--- config.mk ---
export PLATFORM = sky130hd
export DESIGN_NAME = traffic_light_ctrl
export DESIGN_NICKNAME = d
export VERILOG_FILES = /design/src/rtl/tl_pkg.sv /design/src/rtl/traffic_light_ctrl_timer.sv /design/src/rtl/traffic_light_ctrl.sv
export SDC_FILE = /design/constraint.sdc
export NUM_CORES = 1
export LEC_CHECK = 0
export ABC_AREA = 1
export CELL_PAD_IN_SITES_DETAIL_PLACEMENT = 2
export CELL_PAD_IN_SITES_GLOBAL_PLACEMENT = 2
export CORE_AREA = 4 4 110 112
export DETAILED_ROUTE_END_ITERATION = 7
export DIE_AREA = 0 0 114 116
export PLACE_DENSITY = 0.86
export RECOVER_POWER = 50
export SYNTH_ARGS = -nofsm -noshare
export SYNTH_HDL_FRONTEND = slang
export SYNTH_HIERARCHICAL = 1
export SYNTH_SLANG_ARGS = --single-unit
--- constraint.sdc ---
create_clock -name clk -period 2 [get_ports clk]
set_clock_uncertainty 0.05 [all_clocks]
set_input_delay 0.4 -clock clk [delete_from_list [all_inputs] [get_ports clk]]
set_output_delay 0.4 -clock clk [all_outputs]
set_load 0.02 [all_outputs]
--- src/rtl/tl_pkg.sv ---
// Shared types for the intersection controller: state encoding and lamp patterns.
// Latency: n/a (package).
// Backpressure: n/a (package).
package tl_pkg;

   // Controller states; the encoding is visible on the phase output.
   typedef enum logic [2:0] {
      ST_ALLRED_A = 3'd0,
      ST_G1       = 3'd1,
      ST_Y1       = 3'd2,
      ST_ALLRED_B = 3'd3,
      ST_G2       = 3'd4,
      ST_Y2       = 3'd5,
      ST_FLASH    = 3'd6
   } tl_state_e;

   // Lamp vectors are ordered {R1, Y1, G1, R2, Y2, G2}.
   localparam logic [5:0] LAMP_ALLRED = 6'b100_100;
   localparam logic [5:0] LAMP_G1     = 6'b001_100;
   localparam logic [5:0] LAMP_Y1     = 6'b010_100;
   localparam logic [5:0] LAMP_G2     = 6'b100_001;
   localparam logic [5:0] LAMP_Y2     = 6'b100_010;

   // Lamp pattern for a state; in FLASH both yellows follow the blink phase.
   function automatic logic [5:0] lamp_pattern(input tl_state_e s, input logic blink);
      logic [5:0] p;
      case (s)
         ST_G1:    p = LAMP_G1;
         ST_Y1:    p = LAMP_Y1;
         ST_G2:    p = LAMP_G2;
         ST_Y2:    p = LAMP_Y2;
         ST_FLASH: p = {1'b0, blink, 1'b0, 1'b0, blink, 1'b0};
         default:  p = LAMP_ALLRED;
      endcase
      return p;
   endfunction

   // Successor in the normal rotation. FLASH is never a normal successor.
   function automatic tl_state_e next_normal(input tl_state_e s);
      tl_state_e n;
      case (s)
         ST_ALLRED_A: n = ST_G1;
         ST_G1:       n = ST_Y1;
         ST_Y1:       n = ST_ALLRED_B;
         ST_ALLRED_B: n = ST_G2;
         ST_G2:       n = ST_Y2;
         ST_Y2:       n = ST_ALLRED_A;
         default:     n = ST_ALLRED_A;
      endcase
      return n;
   endfunction

endpackage

--- src/rtl/traffic_light_ctrl_timer.sv ---
// Loadable down counter timing the current phase; zero marks the last cycle.
// Latency: load takes effect on the next edge; zero is decoded from the register.
// Backpressure: none; counts every cycle and holds at zero.
module tl_phase_timer #(
   parameter int TW = 8
) (
   input  logic        clk,
   input  logic        rst_n,
   input  logic        load,
   input  logic [TW:0] load_val,
   output logic [TW:0] count,
   output logic        zero
);

   // Load wins over counting; the counter parks at zero until reloaded.
   always_ff @(posedge clk or negedge rst_n) begin
      if (!rst_n) begin
         count <= '0;
      end else if (load) begin
         count <= load_val;
      end else if (count != '0) begin
         count <= count - (TW+1)'(1);
      end
   end

   assign zero = (count == '0);

endmodule

--- src/rtl/traffic_light_ctrl.sv ---
// Two-direction intersection sequencer with all-red clearance, pedestrian walk and night flash.
// Latency: lamps and phase are registered and change on the edge that enters a state.
// Backpressure: none; ped_req is latched every edge, flash_mode only acts at phase boundaries.
module traffic_light_ctrl
   import tl_pkg::*;
#(
   parameter int TW         = 8,
   parameter int FLASH_HALF = 4
) (
   input  logic          clk,
   input  logic          rst_n,
   input  logic [TW-1:0] t_green,
   input  logic [TW-1:0] t_yellow,
   input  logic [TW-1:0] t_allred,
   input  logic [TW-1:0] t_walk,
   input  logic          ped_req,
   input  logic          flash_mode,
   output logic          R1,
   output logic          Y1,
   output logic          G1,
   output logic          R2,
   output logic          Y2,
   output logic          G2,
   output logic          walk,
   output logic [2:0]    phase
);

   localparam int FCW = (FLASH_HALF > 1) ? $clog2(FLASH_HALF) : 1;
   localparam logic [FCW-1:0] FCNT_LAST = FCW'(FLASH_HALF - 1);

   tl_state_e       state, nxt_state;
   logic            ped_pend, nxt_pend;
   logic            blink, nxt_blink;
   logic            nxt_walk;
   logic [FCW-1:0]  fcnt, nxt_fcnt;
   logic [5:0]      lamps;
   logic            tmr_load;
   logic [TW:0]     tmr_val;
   logic [TW:0]     tmr_count;
   logic            tmr_zero;
   logic [TW:0]     walk_sum;

   // A phase of duration d lasts max(d,1) cycles, so the timer is loaded with max(d,1)-1.
   function automatic logic [TW:0] phase_load(input logic [TW:0] d);
      return (d == '0) ? '0 : d - (TW+1)'(1);
   endfunction

   // One bit wider than the inputs so a pedestrian extension never wraps.
   assign walk_sum = {1'b0, t_allred} + {1'b0, t_walk};

   tl_phase_timer #(
      .TW (TW)
   ) u_timer (
      .clk      (clk),
      .rst_n    (rst_n),
      .load     (tmr_load),
      .load_val (tmr_val),
      .count    (tmr_count),
      .zero     (tmr_zero)
   );

   // Next-state decision: flash entry beats pedestrian service at a boundary.
   always_comb begin
      nxt_state = state;
      nxt_walk  = walk;
      nxt_blink = blink;
      nxt_fcnt  = fcnt;
      nxt_pend  = ped_pend | ped_req;
      tmr_load  = 1'b0;
      tmr_val   = '0;
      if (state == ST_FLASH) begin
         nxt_pend = 1'b0;
         if (!flash_mode) begin
            // Leaving flash always uses the plain clearance, never the walk extension.
            nxt_state = ST_ALLRED_A;
            nxt_walk  = 1'b0;
            tmr_load  = 1'b1;
            tmr_val   = phase_load({1'b0, t_allred});
         end else if (fcnt == FCNT_LAST) begin
            nxt_fcnt  = '0;
            nxt_blink = ~blink;
         end else begin
            nxt_fcnt = fcnt + FCW'(1);
         end
      end else if (tmr_zero) begin
         if (flash_mode) begin
            nxt_state = ST_FLASH;
            nxt_walk  = 1'b0;
            nxt_blink = 1'b1;
            nxt_fcnt  = '0;
            nxt_pend  = 1'b0;
         end else begin
            nxt_state = next_normal(state);
            nxt_walk  = 1'b0;
            tmr_load  = 1'b1;
            case (next_normal(state))
               ST_G1, ST_G2: tmr_val = phase_load({1'b0, t_green});
               ST_Y1, ST_Y2: tmr_val = phase_load({1'b0, t_yellow});
               default: begin
                  if (ped_pend) begin
                     // Serve the latched request; a request on this same edge re-latches.
                     tmr_val  = phase_load(walk_sum);
                     nxt_walk = 1'b1;
                     nxt_pend = ped_req;
                  end else begin
                     tmr_val = phase_load({1'b0, t_allred});
                  end
               end
            endcase
         end
      end
   end

   // State, pedestrian latch, blink and registered lamp outputs.
   always_ff @(posedge clk or negedge rst_n) begin
      if (!rst_n) begin
         state    <= ST_ALLRED_A;
         ped_pend <= 1'b0;
         blink    <= 1'b1;
         fcnt     <= '0;
         walk     <= 1'b0;
         lamps    <= LAMP_ALLRED;
      end else begin
         state    <= nxt_state;
         ped_pend <= nxt_pend;
         blink    <= nxt_blink;
         fcnt     <= nxt_fcnt;
         walk     <= nxt_walk;
         lamps    <= lamp_pattern(nxt_state, nxt_blink);
      end
   end

   assign {R1, Y1, G1, R2, Y2, G2} = lamps;
   assign phase = state;

endmodule
==> run metrics, run 1 <==
status=finished, violations left; failing checks=setup timing; Storage cell area=~580 sq um; final worst setup slack=-0.347 ns; IO Count=46; final setup vio count=17; number of diodes=0; RD Place Congestion=~0.81; Net count, final=667; critical path required time=roughly 2.1 ns; first-pass GRT wire length=about 24 mm; Max H-tree Level=1; placed standard-cell area=4040 sq um; CTS tree=yes; antenna violations before repair=0; top cell type's share of synthesized area=0.198; First-pass DRT Iterations=4; CTS clk-pin slew, worst paths=0.06 ns; Clock Sink Count=23; clock insertion delay at the later pin of the skew report=~0.27 ns; syn_nets=507; Synth warnings=6; final period utilization=1.17; Slew @ Worst Pin=0.668 ns; vias=about 3,700; largest net degree at the start of global routing=24; fin crit period=2.35 ns; clock buffer count from CTS=3; die area=between 10,000 and 15,000 sq um; Area contributors post-synth=nand2_1, dfrtp_1, inv_1, nor2_1, nand3_1; power density over the cells=roughly 980 nW/um^2; Crit. End Element=flip-flop; VDD IR-drop max=798 uV; post-synth top area cell=nand2_1; Slew Limit Fails=0; multi-input logic area=2380 sq um; Initial Utilization=0.244; Synth cell types=around 40; CTS root buf=clkbuf_16; cells after synthesis=about 460; Area Overhead vs Synth=76.9%; Int Power=between 2 and 2.5 mW; Initial DRC Count=roughly 140; register area share after synthesis=0.212; Mapped Area=around 2700 sq um; HPWL after DPL=between 10 and 15 mm; WL final=~16 mm; #FFs+latches synth=23; sequential share of power=0.195; Logic pwr share=0.704; Max Freq=around 430 MHz; RSZ-0062 raised after global routing=yes; Net Sw Frac=0.503; Worst slew margin=0.554; GRT overflow=0; Avg Synthesized Cell Area=around 6 sq um; Tightest Hold Check Type=flip-flop to flip-flop; Non-Filler Instances=approximately 760; LEAKAGE=~2.5 nW; placed cell count=~730; total power=around 4.7 mW; max_cap viols=0; DRC=0; Final Cell Area=4840 sq um; Die X-Extent=roughly 110 microns; net switching power=about 2.4 mW; number of I/O port buffers=45; Setup Crit Path Kind=input port to flip-flop; Worst setup SP type=input port; routed len/inst=roughly 21 microns; worst endpoint data arrival time=between 2 and 2.5 ns; Cell Rows=39; DRT antenna net count=0; number of fill cells=1,308; number of global-route vias before repair=4,381; Via density=4.87; final core occ=0.431; Clock Power Share=0.100; dpl ws=-1.08 ns; Core Footprint=between 10,000 and 15,000 sq um; Clock Path Buffers=2; Final Hold Violating Endpoints=0; layout cell share with drive strength beyond 1=0.427; Die Height=between 100 and 150 microns; Total GRT Usage=0.227; crit-path max FO=7
-- critical path: stages --
cell           delay (ns)
dlygate4sd2_1        0.26
ha_4                 0.29
buf_6                0.12
nand2_4              0.06
inv_2                0.07
nand3_4              0.09
nand2_2              0.07
nand2_2              0.06
nand2_2              0.08
nand2_2              0.07
nor2_4               0.15
nand2_4              0.11
nand3_1              0.11
nand2_1              0.07
nand2_1              0.07
nand2_1              0.09
nand2_1              0.10
nand2_1              0.06
nand2_1              0.07
inv_1                0.05
-- logic make-up (layout without fill, tap and decap cells) --
group,Yosys count,in the layout,share of synthesized area
buffers and inverters,80,239,0.111
adders and majority gates,16,16,0.0759
AOI/OAI and AO/OA,51,51,0.118
DFF,23,23,0.212
xor gates and xnor gates,20,20,0.0640
and+or+nand+nor,265,265,0.419
-- power by group through the flow --
stage	Sequential, mW	Combinational (mW)	Clock [mW]
after floorplan	0.951	1.31	0
after global placement	0.863	2.33	0
after detailed placement	0.889	2.56	0
after CTS	0.891	2.88	0.454
after global routing	0.948	3.61	0.499
final	0.927	3.34	0.476
-- cell usage after synthesis, drive strengths merged --
cell type / number
a211oi: 2
a21oi: 14
a31o: 1
buf: 1
clkbuf: 2
dfrtp: 20
dfstp: 3
fa: 1
ha: 15
inv: 77
nand2: 148
nand3: 41
nand3b: 3
nand4: 4
nor2: 61
nor3: 4
nor3b: 1
o211ai: 2
o21a: 1
o21ai: 24
o21bai: 2
o221ai: 1
o31ai: 4
or2: 3
xnor2: 6
xor2: 14
-- path summary, 6_finish.rpt --
| kind | startpoint | to | slack [ns] | depth (start not counted) |
|---|---|---|---|---|
| min reg2reg | fcnt[0]$_DFFE_PN0P_ | fcnt[0]$_DFFE_PN0P_ | 0.49 | 1 |
| min in group asynchronous | rst_n | walk$_DFFE_PN0P_ | 0.64 | 2 |
| min | fcnt[0]$_DFFE_PN0P_ | fcnt[0]$_DFFE_PN0P_ | 0.49 | 1 |
| max in group asynchronous | rst_n | phase[2]$_DFF_PN0_ | 0.79 | 2 |
| max reg2reg | u_timer/count[1]$_DFFE_PN0P_ | lamps[4]$_DFF_PN0_ | -0.24 | 14 |
| max | t_walk[5] | u_timer/count[3]$_DFFE_PN0P_ | -0.35 | 20 |
-- stage by stage --
stage / setup TNS (ns) / hold WS (ns)
3_3_place_gp: -7.18 / 0.420
3_5_place_dp: -9.53 / 0.451
4_1_cts: -1.75 / 0.464
2_1_floorplan: -1.29 / 0.0544
6_report: -3.62 / 0.486
5_1_grt: -5.29 / 0.524
-- metal layers --
metal | routed length (microns) | up-vias | GRT usage
met5 | 0 | - | 0
met4 | 278 | 0 | 0.0570
met3 | 244 | 22 | 0.0235
met2 | 9260 | 65 | 0.478
met1 | 5970 | 1846 | 0.235
li1 | - | 1750 | -
-- what timing repair did --
action,in CTS,in global routing
setup endpoints to repair,16,17
setup buffers,13,15
cloned,0,0
pin swaps,57,26
hold buffers,0,0
gates resized for setup,150,41
-- final cells by class --
type | count | share of cell area
repair buffers | 158 | 0.273
multi-input cells | 352 | 0.492
well taps | 143 | 0.0370
inverters | 77 | 0.0613
flip-flops and latches | 23 | 0.120
clock buffers | 3 | 0.0155
clock inverters | 1 | 0.00103
-- registers in the layout, indices dropped and copies added (netlist names) --
register,cells
blink,1
walk,1
fcnt,2
u_timer/count,9
lamps,6
ped_pend,1
phase,3
-- cell usage in the layout (no fill, tap or decap), types with 6 or more instances in the layout --
cell type	n
nor2_1	48
nand3_1	23
buf_4	99
o21ai_1	8
nand2_4	9
clkdlybuf4s50_1	22
xor2_1	13
inv_2	18
dfrtp_1	18
nand2_2	37
o21ai_0	10
nand2_1	102
inv_1	57
xnor2_1	6
nor2_2	7
dlygate4sd2_1	13
ha_4	11
nor2_4	6
a21oi_1	11
nand3_2	16
buf_6	14
Power figures use the tool's default switching activity.
==> run 2, diff against run 1 <==
--- a/config.mk
+++ b/config.mk
@@ -11,6 +11,7 @@
 export CORE_AREA = 4 4 110 112
 export DETAILED_ROUTE_END_ITERATION = 7
 export DIE_AREA = 0 0 114 116
+export GPL_TIMING_DRIVEN = 0
 export PLACE_DENSITY = 0.86
 export RECOVER_POWER = 50
 export SYNTH_ARGS = -nofsm -noshare
==> run 2 against run 1 <==
  * The run still ends with setup timing left
  * Critical path type unchanged
  * Via count is 9.4% lower
  * Wire length shrank 19%
  * Hold slack got worse by 0.032 ns
  * Sequential share of layout area grew 1.8 points
  * Clock power shrank 5.3%
  * Die area stayed put
==> run metrics, run 2 (synthesis gave the netlist of run 1 again) <==
number of global-route vias before repair=roughly 3,800; Crit. End Element=flip-flop; Core Footprint=~11,000 sq um; clock buffer count from CTS=3; RSZ-0062 raised after global routing=yes; max_cap viols=0; number of fill cells=1,341; vias=between 3,000 and 4,000; Via density=4.91; CTS tree=yes; die area=13,200 sq um; RD Place Congestion=about 0.79; Initial Utilization=0.244; Clock Sink Count=23; Largest register FFs=9; Die X-Extent=approximately 110 microns; Logic pwr share=0.663; fin crit period=between 2 and 2.5 ns; total power=between 4 and 5 mW; final worst setup slack=-0.388 ns; crit-path max FO=4; Int Power=slightly above 2 mW; CP top delay family=simple AND/OR/NAND/NOR gates; commonest non-fill, non-tap cell in the layout=nand2_1; number of I/O port buffers=44; worst endpoint data arrival time=approximately 2.5 ns; LEAKAGE=just over 2 nW; placed cell count=642; setup TNS=-2.76 ns; Final Hold Violating Endpoints=0; crit-path most repeated cell=nand2_1; Net count, final=between 500 and 600; Worst path max stage delay=just under 0.4 ns; clock insertion delay at the later pin of the skew report=~0.26 ns; Biggest register=u_timer/count; Worst path slowest cell=fa_2; HPWL after DPL=between 7 and 8 mm; antenna violations before repair=0; Slew Limit Fails=0; Net Sw Frac=0.501; Die Height=116 microns; Initial DRC Count=95; WL final=approximately 13 mm; GRT overflow=0; Cell Rows=39; Area Overhead vs Synth=53.3%; first-pass GRT wire length=around 19 mm; CP Cell Sequence=buf_8 > ha_4 > fa_2 > inv_1 > nand2_2 > nand2_4 > nand3_2 > nor2_4 > nand3_2 > nand2_1 > nand2_1 > nand3_2 > nand2_1 > nand2_1 > nand2_1 > or2_4 > nand2_2 > nor2_2; Worst setup SP type=input port; WP buf/inv=2; IO Count=46; Slew @ Worst Pin=between 1 and 1.5 ns; status=finished, violations left; Non-Filler Instances=680; DRT antenna net count=0; VDD IR-drop max=just over 800 uV; final period utilization=1.19; Max Freq=~420 MHz; final setup vio count=11; commonest cells after routing, fill and taps aside=nand2_1, inv_1, nor2_1, buf_4, nand2_2; Clock Path Buffers=2; power density over the cells=approximately 960 nW/um^2; largest net degree at the start of global routing=24; number of diodes=0; Tightest Hold Check Type=input port to flip-flop; Total GRT Usage=0.177; failing checks=setup timing; net switching power=2.02 mW; CTS clk-pin slew, worst paths=0.06 ns; First-pass DRT Iterations=6; CTS root buf=clkbuf_16; Worst slew margin=0.253; final core occ=0.374; Clock Power Share=0.112; routed len/inst=18.9 microns; Max H-tree Level=1; critical path required time=between 2 and 2.5 ns; sequential share of power=0.225; Setup Crit Path Kind=input port to flip-flop; DRC=0; layout cell share with drive strength beyond 1=0.333
-- run 2: changes by cell type in the layout (fill, tap and decap cells not counted), sizes merged --
| cell | change |
|---|---|
| clkdlybuf4s15 | +2 |
| clkbuf | +1 |
| clkdlybuf4s50 | +1 |
| buf | -73 |
| clkinv | -1 |
| dlygate4sd2 | -7 |
-- run 2: path summary, 6_finish.rpt --
check / startpoint / to / slack (ns) / cells past startpoint
setup reg to reg: phase[0]$_DFF_PN0_ / u_timer/count[5]$_DFFE_PN0P_ / -0.08 / 11
hold / removal: flash_mode / ped_pend$_DFF_PN0_ / 0.45 / 2
hold reg to reg: fcnt[1]$_DFFE_PN0P_ / fcnt[1]$_DFFE_PN0P_ / 0.47 / 2
min in group asynchronous: rst_n / u_timer/count[4]$_DFFE_PN0P_ / 0.75 / 1
setup / recovery: t_allred[0] / u_timer/count[6]$_DFFE_PN0P_ / -0.39 / 18
max in group asynchronous: rst_n / phase[2]$_DFF_PN0_ / 0.40 / 1
-- run 2: cell type report --
cell class	count	area, sq um	share of cell area
Tap cell	143	179	0.0427
Buffer	3	16.3	0.00388
Timing Repair Buffer	78	671	0.160
Clock buffer	4	78.8	0.0188
Inverter	77	299	0.0713
Multi-Input combinational cell	352	2370	0.565
Sequential cell	23	581	0.138
-- run 2: timing repair --
item,4_1_cts,5_1_grt
pin swaps,45,44
endpoints found under the setup margin,22,18
buffers inserted,23,11
resized for setup,134,56
hold buffers,0,0
-- run 2: routing by layer --
metal	part of all wire	GRT usage	vias to the layer above
met2	0.56	0.359	55
met1	0.40	0.199	1670
met5	0	0	-
met3	0.021	0.0204	19
li1	-	-	1594
met4	0.022	0.0293	0
-- run 2: metrics by stage --
step                cell area (sq um)  hold WS [ns]  setup slack [ns]
floorplan                        2770        0.0544            -0.263
global placement                 3390         0.421             -1.05
detailed placement               3390         0.472             -1.15
CTS                              3920         0.436            -0.186
global route                     4190         0.460            -0.504
finish                           4190         0.454            -0.388
-- run 2: worst register-to-register path, stage by stage, from the launching register on --
cell and delay [ns]:
dfrtp_1 0.47, nor2_1 0.34, o21bai_1 0.17, o21bai_4 0.25, buf_6 0.15, nor2_1 0.09
nor3b_1 0.06, nor2_1 0.14, nand2_1 0.07, nand2_1 0.07, nand2_1 0.08, nand2_1 0.10
-- run 2: power groups by stage --
stage | clock network, mW | registers [mW] | logic (mW)
CTS | 0.453 | 0.893 | 2.39
global route | 0.489 | 0.941 | 2.98
floorplan | 0 | 0.951 | 1.31
detailed placement | 0 | 0.894 | 2.10
global placement | 0 | 0.874 | 1.96
finish | 0.451 | 0.908 | 2.68
